File: src/rtl/sub16_serial_pkg.sv
// Shared types and sizing for the serial borrow-lookahead subtractor.
// Holds the FSM state encoding, default geometry and the counter-width helper.
package sub16_serial_pkg;

  typedef enum logic [1:0] {
    IDLE = 2'd0,
    RUN  = 2'd1,
    DONE = 2'd2
  } state_t;

  localparam int WIDTH_DEF = 16;
  localparam int SLICE_DEF = 4;

  // A counter for a single slice still needs one bit.
  function automatic int cnt_width(input int n);
    return (n <= 1) ? 1 : $clog2(n);
  endfunction

  localparam int N     = WIDTH_DEF / SLICE_DEF;
  localparam int CNT_W = cnt_width(N);

endpackage

File: src/rtl/sub16_serial_if.sv
// Operand/result handshake bundle for sub16_serial.
// The slave side is the subtractor, the master side is whoever feeds and drains it.
interface sub16_serial_if #(
  parameter int WIDTH = 16
) ();

  logic             flush;
  logic             in_valid;
  logic             in_ready;
  logic [WIDTH-1:0] a;
  logic [WIDTH-1:0] b;
  logic             bin;
  logic             out_valid;
  logic             out_ready;
  logic [WIDTH-1:0] diff;
  logic             bout;
  logic             zero;
  logic             ovf;
  logic             bp;
  logic             bg;

  modport master (
    output flush, in_valid, a, b, bin, out_ready,
    input  in_ready, out_valid, diff, bout, zero, ovf, bp, bg
  );

  modport slave (
    input  flush, in_valid, a, b, bin, out_ready,
    output in_ready, out_valid, diff, bout, zero, ovf, bp, bg
  );

endinterface

File: src/rtl/sub16_serial_bla4.sv
// Combinational SLICE-bit borrow-lookahead slice: d = a - b - bin.
// Also reports the slice's group borrow-propagate (a == b) and generate (a < b).
module bla4 #(
  parameter int SLICE = 4
) (
  input  logic [SLICE-1:0] a,
  input  logic [SLICE-1:0] b,
  input  logic             bin,
  output logic [SLICE-1:0] d,
  output logic             bout,
  output logic             grp_p,
  output logic             grp_g
);

  logic [SLICE-1:0] p;
  logic [SLICE-1:0] g;
  logic [SLICE:0]   br;
  logic [SLICE:0]   gacc;

  assign br[0]   = bin;
  assign gacc[0] = 1'b0;

  genvar gi;
  generate
    for (gi = 0; gi < SLICE; gi++) begin : g_bit
      assign g[gi]        = ~a[gi] & b[gi];
      assign p[gi]        = ~(a[gi] ^ b[gi]);
      assign d[gi]        = a[gi] ^ b[gi] ^ br[gi];
      assign br[gi+1]     = g[gi] | (p[gi] & br[gi]);
      // Group generate is the same recurrence seeded with no incoming borrow.
      assign gacc[gi+1]   = g[gi] | (p[gi] & gacc[gi]);
    end
  endgenerate

  assign bout  = br[SLICE];
  assign grp_p = &p;
  assign grp_g = gacc[SLICE];

endmodule

File: src/rtl/sub16_serial.sv
// Serial subtractor: one borrow-lookahead slice per clock, LSB slice first,
// with the inter-slice borrow and the a==b / a<b accumulators held in registers.
module sub16_serial
  import sub16_serial_pkg::*;
#(
  parameter int WIDTH = WIDTH_DEF,
  parameter int SLICE = SLICE_DEF
) (
  input  logic          clk,
  input  logic          rst_n,
  sub16_serial_if.slave bus
);

  // WIDTH must be a whole number of slices.
  localparam int             NS   = WIDTH / SLICE;
  localparam int             CW   = cnt_width(NS);
  localparam logic [CW-1:0]  LAST = CW'(NS - 1);

  state_t           state_reg, state_next;
  logic [CW-1:0]    cnt_reg;
  logic [WIDTH-1:0] a_reg, b_reg;
  logic             br_reg, eq_reg, lt_reg;
  logic [WIDTH-1:0] diff_reg;
  logic             bout_reg, zero_reg, ovf_reg, bp_reg, bg_reg;

  logic [SLICE-1:0] a_arr [NS];
  logic [SLICE-1:0] b_arr [NS];
  logic [SLICE-1:0] a_sl, b_sl, d_sl;
  logic             s_bout, s_p, s_g;
  logic [WIDTH-1:0] diff_next;
  logic             accept, last_slice;

  genvar gi;
  generate
    for (gi = 0; gi < NS; gi++) begin : g_slice
      assign a_arr[gi] = a_reg[gi*SLICE +: SLICE];
      assign b_arr[gi] = b_reg[gi*SLICE +: SLICE];
      // Only the slice under the counter changes; the rest keep their value.
      assign diff_next[gi*SLICE +: SLICE] = (cnt_reg == CW'(gi)) ? d_sl
                                                                  : diff_reg[gi*SLICE +: SLICE];
    end
  endgenerate

  assign a_sl = a_arr[cnt_reg];
  assign b_sl = b_arr[cnt_reg];

  bla4 #(.SLICE(SLICE)) u_slice (
    .a     (a_sl),
    .b     (b_sl),
    .bin   (br_reg),
    .d     (d_sl),
    .bout  (s_bout),
    .grp_p (s_p),
    .grp_g (s_g)
  );

  assign accept     = (state_reg == IDLE) && bus.in_valid && !bus.flush;
  assign last_slice = (cnt_reg == LAST);

  always_ff @(posedge clk or negedge rst_n) begin
    if (!rst_n) begin
      state_reg <= IDLE;
    end else begin
      state_reg <= state_next;
    end
  end

  always_comb begin
    state_next = state_reg;
    if (bus.flush) begin
      state_next = IDLE;
    end else begin
      case (state_reg)
        IDLE:    if (bus.in_valid)  state_next = RUN;
        RUN:     if (last_slice)    state_next = DONE;
        DONE:    if (bus.out_ready) state_next = IDLE;
        default: state_next = IDLE;
      endcase
    end
  end

  always_comb begin
    bus.in_ready  = (state_reg == IDLE) && !bus.flush;
    bus.out_valid = (state_reg == DONE);
  end

  always_ff @(posedge clk or negedge rst_n) begin
    if (!rst_n) begin
      cnt_reg  <= '0;
      a_reg    <= '0;
      b_reg    <= '0;
      br_reg   <= 1'b0;
      eq_reg   <= 1'b0;
      lt_reg   <= 1'b0;
      diff_reg <= '0;
      bout_reg <= 1'b0;
      zero_reg <= 1'b0;
      ovf_reg  <= 1'b0;
      bp_reg   <= 1'b0;
      bg_reg   <= 1'b0;
    end else if (bus.flush) begin
      cnt_reg <= '0;
    end else if (accept) begin
      a_reg   <= bus.a;
      b_reg   <= bus.b;
      br_reg  <= bus.bin;
      cnt_reg <= '0;
      eq_reg  <= 1'b1;
      lt_reg  <= 1'b0;
    end else if (state_reg == RUN) begin
      diff_reg <= diff_next;
      br_reg   <= s_bout;
      eq_reg   <= eq_reg & s_p;
      // A higher slice decides a<b unless it is equal, then the lower history stands.
      lt_reg   <= s_g | (s_p & lt_reg);
      cnt_reg  <= last_slice ? '0 : cnt_reg + 1'b1;
      if (last_slice) begin
        bout_reg <= s_bout;
        zero_reg <= (diff_next == '0);
        ovf_reg  <= (a_reg[WIDTH-1] != b_reg[WIDTH-1]) && (diff_next[WIDTH-1] != a_reg[WIDTH-1]);
        bp_reg   <= eq_reg & s_p;
        bg_reg   <= s_g | (s_p & lt_reg);
      end
    end
  end

  assign bus.diff = diff_reg;
  assign bus.bout = bout_reg;
  assign bus.zero = zero_reg;
  assign bus.ovf  = ovf_reg;
  assign bus.bp   = bp_reg;
  assign bus.bg   = bg_reg;

endmodule

File: src/flat_wrapper.sv
// flat-port wrapper written by rule: the top's interface ports become plain ports
module sub16_serial_flat import sub16_serial_pkg::*;
#(
  parameter int WIDTH = WIDTH_DEF,
  parameter int SLICE = SLICE_DEF
)
  (clk, rst_n, bus_flush, bus_in_valid, bus_a, bus_b, bus_bin, bus_out_ready, bus_in_ready, bus_out_valid, bus_diff, bus_bout, bus_zero, bus_ovf, bus_bp, bus_bg);
  sub16_serial_if #(.WIDTH(WIDTH)) bus_i ();
  input  logic clk;
  input  logic rst_n;
  input wire logic [$bits(bus_i.flush)-1:0] bus_flush;
  input wire logic [$bits(bus_i.in_valid)-1:0] bus_in_valid;
  input wire logic [$bits(bus_i.a)-1:0] bus_a;
  input wire logic [$bits(bus_i.b)-1:0] bus_b;
  input wire logic [$bits(bus_i.bin)-1:0] bus_bin;
  input wire logic [$bits(bus_i.out_ready)-1:0] bus_out_ready;
  output wire logic [$bits(bus_i.in_ready)-1:0] bus_in_ready;
  output wire logic [$bits(bus_i.out_valid)-1:0] bus_out_valid;
  output wire logic [$bits(bus_i.diff)-1:0] bus_diff;
  output wire logic [$bits(bus_i.bout)-1:0] bus_bout;
  output wire logic [$bits(bus_i.zero)-1:0] bus_zero;
  output wire logic [$bits(bus_i.ovf)-1:0] bus_ovf;
  output wire logic [$bits(bus_i.bp)-1:0] bus_bp;
  output wire logic [$bits(bus_i.bg)-1:0] bus_bg;
  assign bus_i.flush = bus_flush;
  assign bus_i.in_valid = bus_in_valid;
  assign bus_i.a = bus_a;
  assign bus_i.b = bus_b;
  assign bus_i.bin = bus_bin;
  assign bus_i.out_ready = bus_out_ready;
  assign bus_in_ready = bus_i.in_ready;
  assign bus_out_valid = bus_i.out_valid;
  assign bus_diff = bus_i.diff;
  assign bus_bout = bus_i.bout;
  assign bus_zero = bus_i.zero;
  assign bus_ovf = bus_i.ovf;
  assign bus_bp = bus_i.bp;
  assign bus_bg = bus_i.bg;
  sub16_serial #(.WIDTH(WIDTH), .SLICE(SLICE)) u_core (.clk(clk), .rst_n(rst_n), .bus(bus_i));
endmodule
File: config.mk
export PLATFORM = sky130hd
export DESIGN_NAME = sub16_serial_flat
export DESIGN_NICKNAME = d
export VERILOG_FILES = /design/src/rtl/sub16_serial_pkg.sv /design/src/rtl/sub16_serial_if.sv /design/src/rtl/sub16_serial_bla4.sv /design/src/rtl/sub16_serial.sv /design/src/flat_wrapper.sv
export SDC_FILE = /design/constraint.sdc
export NUM_CORES = 1
export LEC_CHECK = 0
export CORE_MARGIN = 3
export CORE_UTILIZATION = 50
export CTS_BUF_LIST = sky130_fd_sc_hd__clkbuf_16
export DETAILED_ROUTE_END_ITERATION = 6
export GPL_ROUTABILITY_DRIVEN = 0
export MAX_ROUTING_LAYER = met4
export PLACE_DENSITY = 0.82
export SYNTH_ARGS = -nofsm -noshare
export SYNTH_HDL_FRONTEND = slang
export SYNTH_HIERARCHICAL = 1
export SYNTH_SLANG_ARGS = --single-unit
File: constraint.sdc
create_clock -name clk -period 5.2 [get_ports clk]
set_input_delay 1.04 -clock clk [delete_from_list [all_inputs] [get_ports clk]]
set_output_delay 1.04 -clock clk [all_outputs]
set_load 0.01 [all_outputs]
### Word level (Yosys, flattened, before mapping)

Cells that the tools add are included.

| storage, ports and cells | value |
|---|---|
| memory bits (read-only) | 0 |
| register bits after elaboration | 60 |
| memory bits (writable) | 0 |
| word-level logic and storage cells | 106 |
| memories | 0 |
| latch bits | 0 |
| output and inout bits | 23 |
| input bits | 38 |

| operators by class | value |
|---|---|
| add/sub/neg operators | 1 |
| bitwise operators | 40 |
| mux-type cells | 25 |
| shift-type cells | 0 |
| eq/ne operators | 10 |
| div/mod/pow operators | 0 |
| reduce and logical (&&, ||, !) cells | 16 |
| order comparisons | 1 |
| multipliers | 0 |

Operators by type and width:

| cell | count |
|---|---|
| two-way mux 4 bit | 8 |
| binary-select mux 4 bit (select 2 bit) | 2 |
| zero test 16 bit | 1 |
| two-way mux 2 bit | 8 |
| bitwise AND 1 bit | 13 |
| NOT 1 bit | 10 |
| OR 1 bit | 8 |
| AND reduction 4 bit | 2 |
| bitwise XOR 1 bit | 8 |
| == test 2 bit (second input constant) | 3 |
| two-way mux 1 bit | 6 |
| != test 3 bit (second input constant) | 2 |
| case mux 2 bit (3 select lines) | 1 |
| AND reduction 3 bit | 2 |
| == test 2 x 1 -> 1 bit (second input constant) | 2 |
| logical AND 1 bit | 4 |
| zero test 2 bit | 2 |
| AND reduction 2 bit | 2 |
| greater-or-equal comparator 3 bit (second input constant) | 1 |
| != test 3 x 2 -> 1 bit (second input constant) | 1 |
| NOT 2 -> 3 bit | 1 |
| nonzero test 3 bit | 1 |
| adder 2 x 1 -> 2 bit (second input constant) | 1 |
| != test 1 bit | 2 |
| other kinds (2) | 2 |

### Depth between registers and ports, before layout

| logic depth | value |
|---|---|
| depth after elaboration | 16 |
| depth in mapped cells | 13 |
| mapped depth without buffers | 12 |

### Cells and area by module

The synthesis kept the hierarchy.

By module, submodules not included:

| module | times used | area an instance (µm²) | seq. area each (µm²) | cells an instance |
|---|---|---|---|---|
| sub16_serial | 1 | 2829.0 | 1501.4 | 273 |
| bla4 | 1 | 201.4 | 0.0 | 26 |

### Worst setup path after synthesis

Ideal clock, no wire load.

| timing path | value |
|---|---|
| kind | reg2reg |
| start point | register u_core.cnt_reg[0] |
| end point | register u_core.zero_reg, in the netlist u_core/bus.zero |
| arrival | 3.365 ns |
| stages on the path, launching flop included | 14 |
| required time | 5.134 ns |
| setup slack | 1.769 ns |
| setup time | 0.066 ns |
| cells stage by stage | dfrtp_1 > buf_2 > mux4_2 > inv_1 > fa_1 > inv_1 > fa_1 > fa_1 > inv_1 > fa_1 > mux2i_1 > nand2_1 > nor4_1 > a41o_1 |

| between the ends | value |
|---|---|
| word-level cells in the longest chain between the ends | 15 |

Ends and longest elaborated chain:

| what | RTL line | text |
|---|---|---|
| from (decl) | sub16_serial.sv:20 | `logic [CW-1:0] cnt_reg;` |
| from (signal assigned) | sub16_serial.sv:116 | `cnt_reg <= last_slice ? '0 : cnt_reg + 1'b1;` |
| NOT 2 -> 3 bit (not written as such) (*) | sub16_serial.sv:45 | `assign b_sl = b_arr[cnt_reg];` |
| binary-select mux 4 bit (select 2 bit) (*) | sub16_serial.sv:45 |  |
| two-way mux 4 bit (not written as such) (*) (2 in a row) | sub16_serial.sv:45 |  |
| named net u_core.b_sl[0] | sub16_serial.sv:28 | `logic [SLICE-1:0] a_sl, b_sl, d_sl;` |
| bitwise XOR 1 bit | sub16_serial_bla4.sv:27 | `assign p[gi] = ~(a[gi] ^ b[gi]);` |
| NOT 1 bit | sub16_serial_bla4.sv:27 |  |
| bitwise AND 1 bit | sub16_serial_bla4.sv:29 | `assign br[gi+1] = g[gi] \| (p[gi] & br[gi]);` |
| OR 1 bit (*) | sub16_serial_bla4.sv:29 |  |
| bitwise AND 1 bit (*) | sub16_serial_bla4.sv:29 |  |
| OR 1 bit (*) | sub16_serial_bla4.sv:29 |  |
| bitwise AND 1 bit (*) | sub16_serial_bla4.sv:29 |  |
| OR 1 bit (*) | sub16_serial_bla4.sv:29 |  |
| bitwise XOR 1 bit (*) | sub16_serial_bla4.sv:28 | `assign d[gi] = a[gi] ^ b[gi] ^ br[gi];` |
| named net u_core.d_sl[3] | sub16_serial.sv:28 |  |
| two-way mux 4 bit | sub16_serial.sv:39 | `assign diff_next[gi*SLICE +: SLICE] = (cnt_reg == CW'(gi)) ? d_sl` |
| zero test 16 bit (*) | sub16_serial.sv:119 | `zero_reg <= (diff_next == '0);` |
| to (signal assigned) | sub16_serial.sv:119 |  |
| to (decl) | sub16_serial.sv:24 | `logic bout_reg, zero_reg, ovf_reg, bp_reg, bg_reg;` |

The timed path passes the listed nets; every way through them passes the cells marked *. The select of a mux whose other input is x is not followed.
A chain may end at the register's enable or synchronous reset.

### Worst setup path after layout

Same ends and word-level chain as after synthesis.

==> run summary <==
The run finished with clean final reports. The class of the most critical setup path is flop to flop. The count of hold-fix buffers inserted at cts is 0. The depth of the worst register-to-register path is 12. The worst register-to-register path begins at u_core/cnt_reg[0]. The overall routing resource usage is 20.42%. The pin slew with the least headroom to its limit came out at 1.108 ns. The sum of negative setup slack came out at 0 ns. Clock skew on the completed layout was measured at 0.005438 ns.

The minimum clock period after layout is 3.927 ns. Derived from the worst setup path, the maximum achievable clock frequency is 0.2547 GHz. The worst-case headroom to the max-slew limit came out at 26.14%. The insertion delay of the later-clocked pin in the worst-skew pair is 0.32 ns.

The arrival time of the worst setup path is approximately 4.2 ns. The category of the worst setup path capture point is a flop. For this design the static power due to leakage is 0.001843 uW. The areal power density over the cells is 446.5 mW/mm2.

The total number of vias came out at 2272. The buffer count from post-CTS setup fixing is 0. 61 I/O pins were placed.

The number of cells produced by synthesis came out at 299. The final layout contains routed wiring with a total length of 6.501 mm. The root buffer cell chosen for the clock tree is clkbuf_16. The floorplan step defined a die boundary enclosing 0.007031 mm2.

The tree built by TritonCTS fans out to 60 sinks. The synthesized design contains 60 register bits. The clock-pin slew of the registers on the worst-case setup and hold paths came out at ~0.050 ns.

By area the synthesized netlist is led by dfrtp_1 50%, nand2_1 14%, mux4_2 5.9%. Among cell families on the critical path, the largest total delay comes from adder cells. The capture instance of the worst register-to-register path is u_core/bus.zero. The total inserted antenna cells is 0. After the first detailed-routing iteration, the DRC count stood at 124.

The count of cells resized by post-cts repair is 0. The most critical setup path has its endpoint at u_core/bus.zero. The share of post-route cells with drive strength above 1 came out at ~12%.

The detailed placer's ending HPWL is 4.573 mm. The smallest hold slack came out at 0.4711 ns. The region available for standard cell placement spans 0.005675 mm2.

The share of flip-flops with an asynchronous set or reset is 100.0%. The number of synthesized flops with an enable pin came out at 0. The remaining global-route overflow is 0. The TritonCTS buffer count is 9.

After synthesis the cells add up to 0.003030 mm2. In this run the tool buffered the top-level ports with 60 buffer cells. The residual antenna-violating net count after detailed routing is 0.

Data on the critical path is required at its endpoint by 5.46 ns. Across the VDD grid, the largest voltage drop is 263.8 uV. The number of slew-limit violations in the final report is 0. The most used flip-flop cell after synthesis is dfrtp_1. The share of the clock period used by the worst path came out at 75.52%.

The starting density of the core is 53.40%. The critical path goes through mux4_2 -> inv_1 -> fa_1 -> inv_1 -> fa_1 -> fa_1 -> inv_1 -> fa_1 -> nor2_1 -> o21ai_0 -> nor4_1 -> a41o_1. Together, buffers and inverters on the worst path number 3. The number of warnings issued by yosys is 6.

The max-cap check violation count came out at 0. The worst hold path belongs to the class flop to flop. The H-tree depth is 3. The detail-routed via count per cell came out at 5.235. The initial antenna violation count came out at 0. The final routed DRC violation total is 0. The share of Yosys cell area claimed by the top area cell type came out at 49.55%. The unique cell type count in the Yosys netlist is 35. The final cell utilization of the core came out at 68.50%. The cell that appears most often on the critical path is fa_1. Each instance of the synthesized netlist takes up on average between 10 and 15 um2. For this run, the number of standard cells in the final layout without fillers is 434. The count of TritonRoute iterations in the first routing pass is 4. The cell count along the critical path is 12. The register-to-register setup slack is 1.27 ns. The share of synthesized area occupied by flip-flops and latches came out at 49.55%.

The final net count is 407. The detailed-route wire length per cell came out at approximately 15 um. On the worst path, the slowest cell contributes a delay of approximately 0.73 ns. Sorting the synthesized cells by how often they occur yields 112 x nand2_1, 60 x dfrtp_1, 19 x inv_1, 12 x nor2_1.

nand2_1 is the most common cell in the netlist. The slowest stage cell on the critical path is dfrtp_1. TritonCTS built the clock tree.

The initialized floorplan defines 27 standard-cell rows. Measured along the y axis, the die boundary spans 83.85 um. Setup repair after global routing left no endpoint under its margin. The placed instance count came out at 418. The first global-routing pass estimated 11.06 mm of wire. Tracing the worst setup path back leads to its startpoint at u_core/cnt_reg[0].

dfrtp_1 takes more of the synthesized area than any other cell. Of all nets on the critical path, the largest fanout is 13. Counting every net in the synthesized netlist gives approximately 350. The floorplan step set the die width to 83.85 um. The clock passes through at most 2 buffers. The total count of hold-check failures in the final report came out at 0. The final number of setup-violating endpoints came out at 0. The pin count of the biggest net entering global routing came out at 61. The layout-stage area growth over the synthesis result came out at 28.28%. The worst setup path is launched from a flop.

The via count of the first global-routing pass came out at 2301.
worst register-to-register path: stages (launching register included):
cell and delay [ns]:
dfrtp_1 0.73, mux4_2 0.62, inv_1 0.11, fa_1 0.17, inv_1 0.05, fa_1 0.38, fa_1 0.38, inv_1 0.09
fa_1 0.51, nor2_1 0.18, o21ai_0 0.11, nor4_1 0.32, a41o_1 0.21
metrics by stage:
stage	cell area, um2	setup WS [ns]	total power [uW]
after floorplan	3030	1.769	959.5
after global placement	3605	1.527	1152
after detailed placement	3605	1.316	1181
after CTS	3887	1.274	1752
after global routing	3887	1.035	1834
final	3887	1.273	1736
how the worst min path moves through the flow:
stage	slack, ns	startpoint	to	cells past startpoint
after floorplan	0.44	u_core/a_reg[10]	u_core/a_reg[10]	2
after global placement	0.45	u_core/a_reg[14]	u_core/a_reg[14]	2
after detailed placement	0.46	u_core/a_reg[9]	u_core/a_reg[9]	2
after CTS	0.47	u_core/a_reg[9]	u_core/a_reg[9]	2
after global routing	0.51	u_core/b_reg[8]	u_core/b_reg[8]	2
final	0.47	u_core/b_reg[7]	u_core/b_reg[7]	2
per-layer routing:
metal  GRT usage (%)  share of wire, %
met1           24.72                43
met2           32.97                51
met3           5.331               4.7
met4           7.749               1.6
met5               -                 0
area by class of cell:
class,count,area (um2)
clock buffers,9,225.2
clock inverters,7,57.56
fillers,449,1788
inverters,19,71.32
multi-input cells,206,1339
flip-flops and latches,60,1501
well taps,72,90.09
repair buffers,61,603.1
cells by family after synthesis:
family	after synthesis	share of synthesized area, %
fa+ha+maj	12	5.946
flops	60	49.55
compound gates	27	5.244
simple gates	142	19.82
mux	25	13.17
buf+inv	33	6.276
report_power, final:
group,total [uW],switching (uW),leakage (uW),internal (uW)
Sequential,647,78.9,0.000753,568
Combinational,532,264,0.000954,269
Clock,556,194,0.000135,362
Total,1740,537,0.00184,1200
layout by cell type (no fill, tap or decap), types with 3 or more instances in the layout:
master / synthesis / final
a21oi_1: 9 / 9
and2_1: 3 / 3
clkbuf_16: 0 / 9
clkdlybuf4s50_1: 0 / 59
clkinv_1: 0 / 4
dfrtp_1: 60 / 60
fa_1: 4 / 4
ha_1: 8 / 8
inv_1: 19 / 19
mux2_2: 7 / 7
mux2_4: 8 / 8
mux4_2: 8 / 8
nand2_1: 112 / 112
nor2_1: 12 / 12
nor3_1: 3 / 3
o21ai_0: 9 / 9
Power figures use the tool's default switching activity.
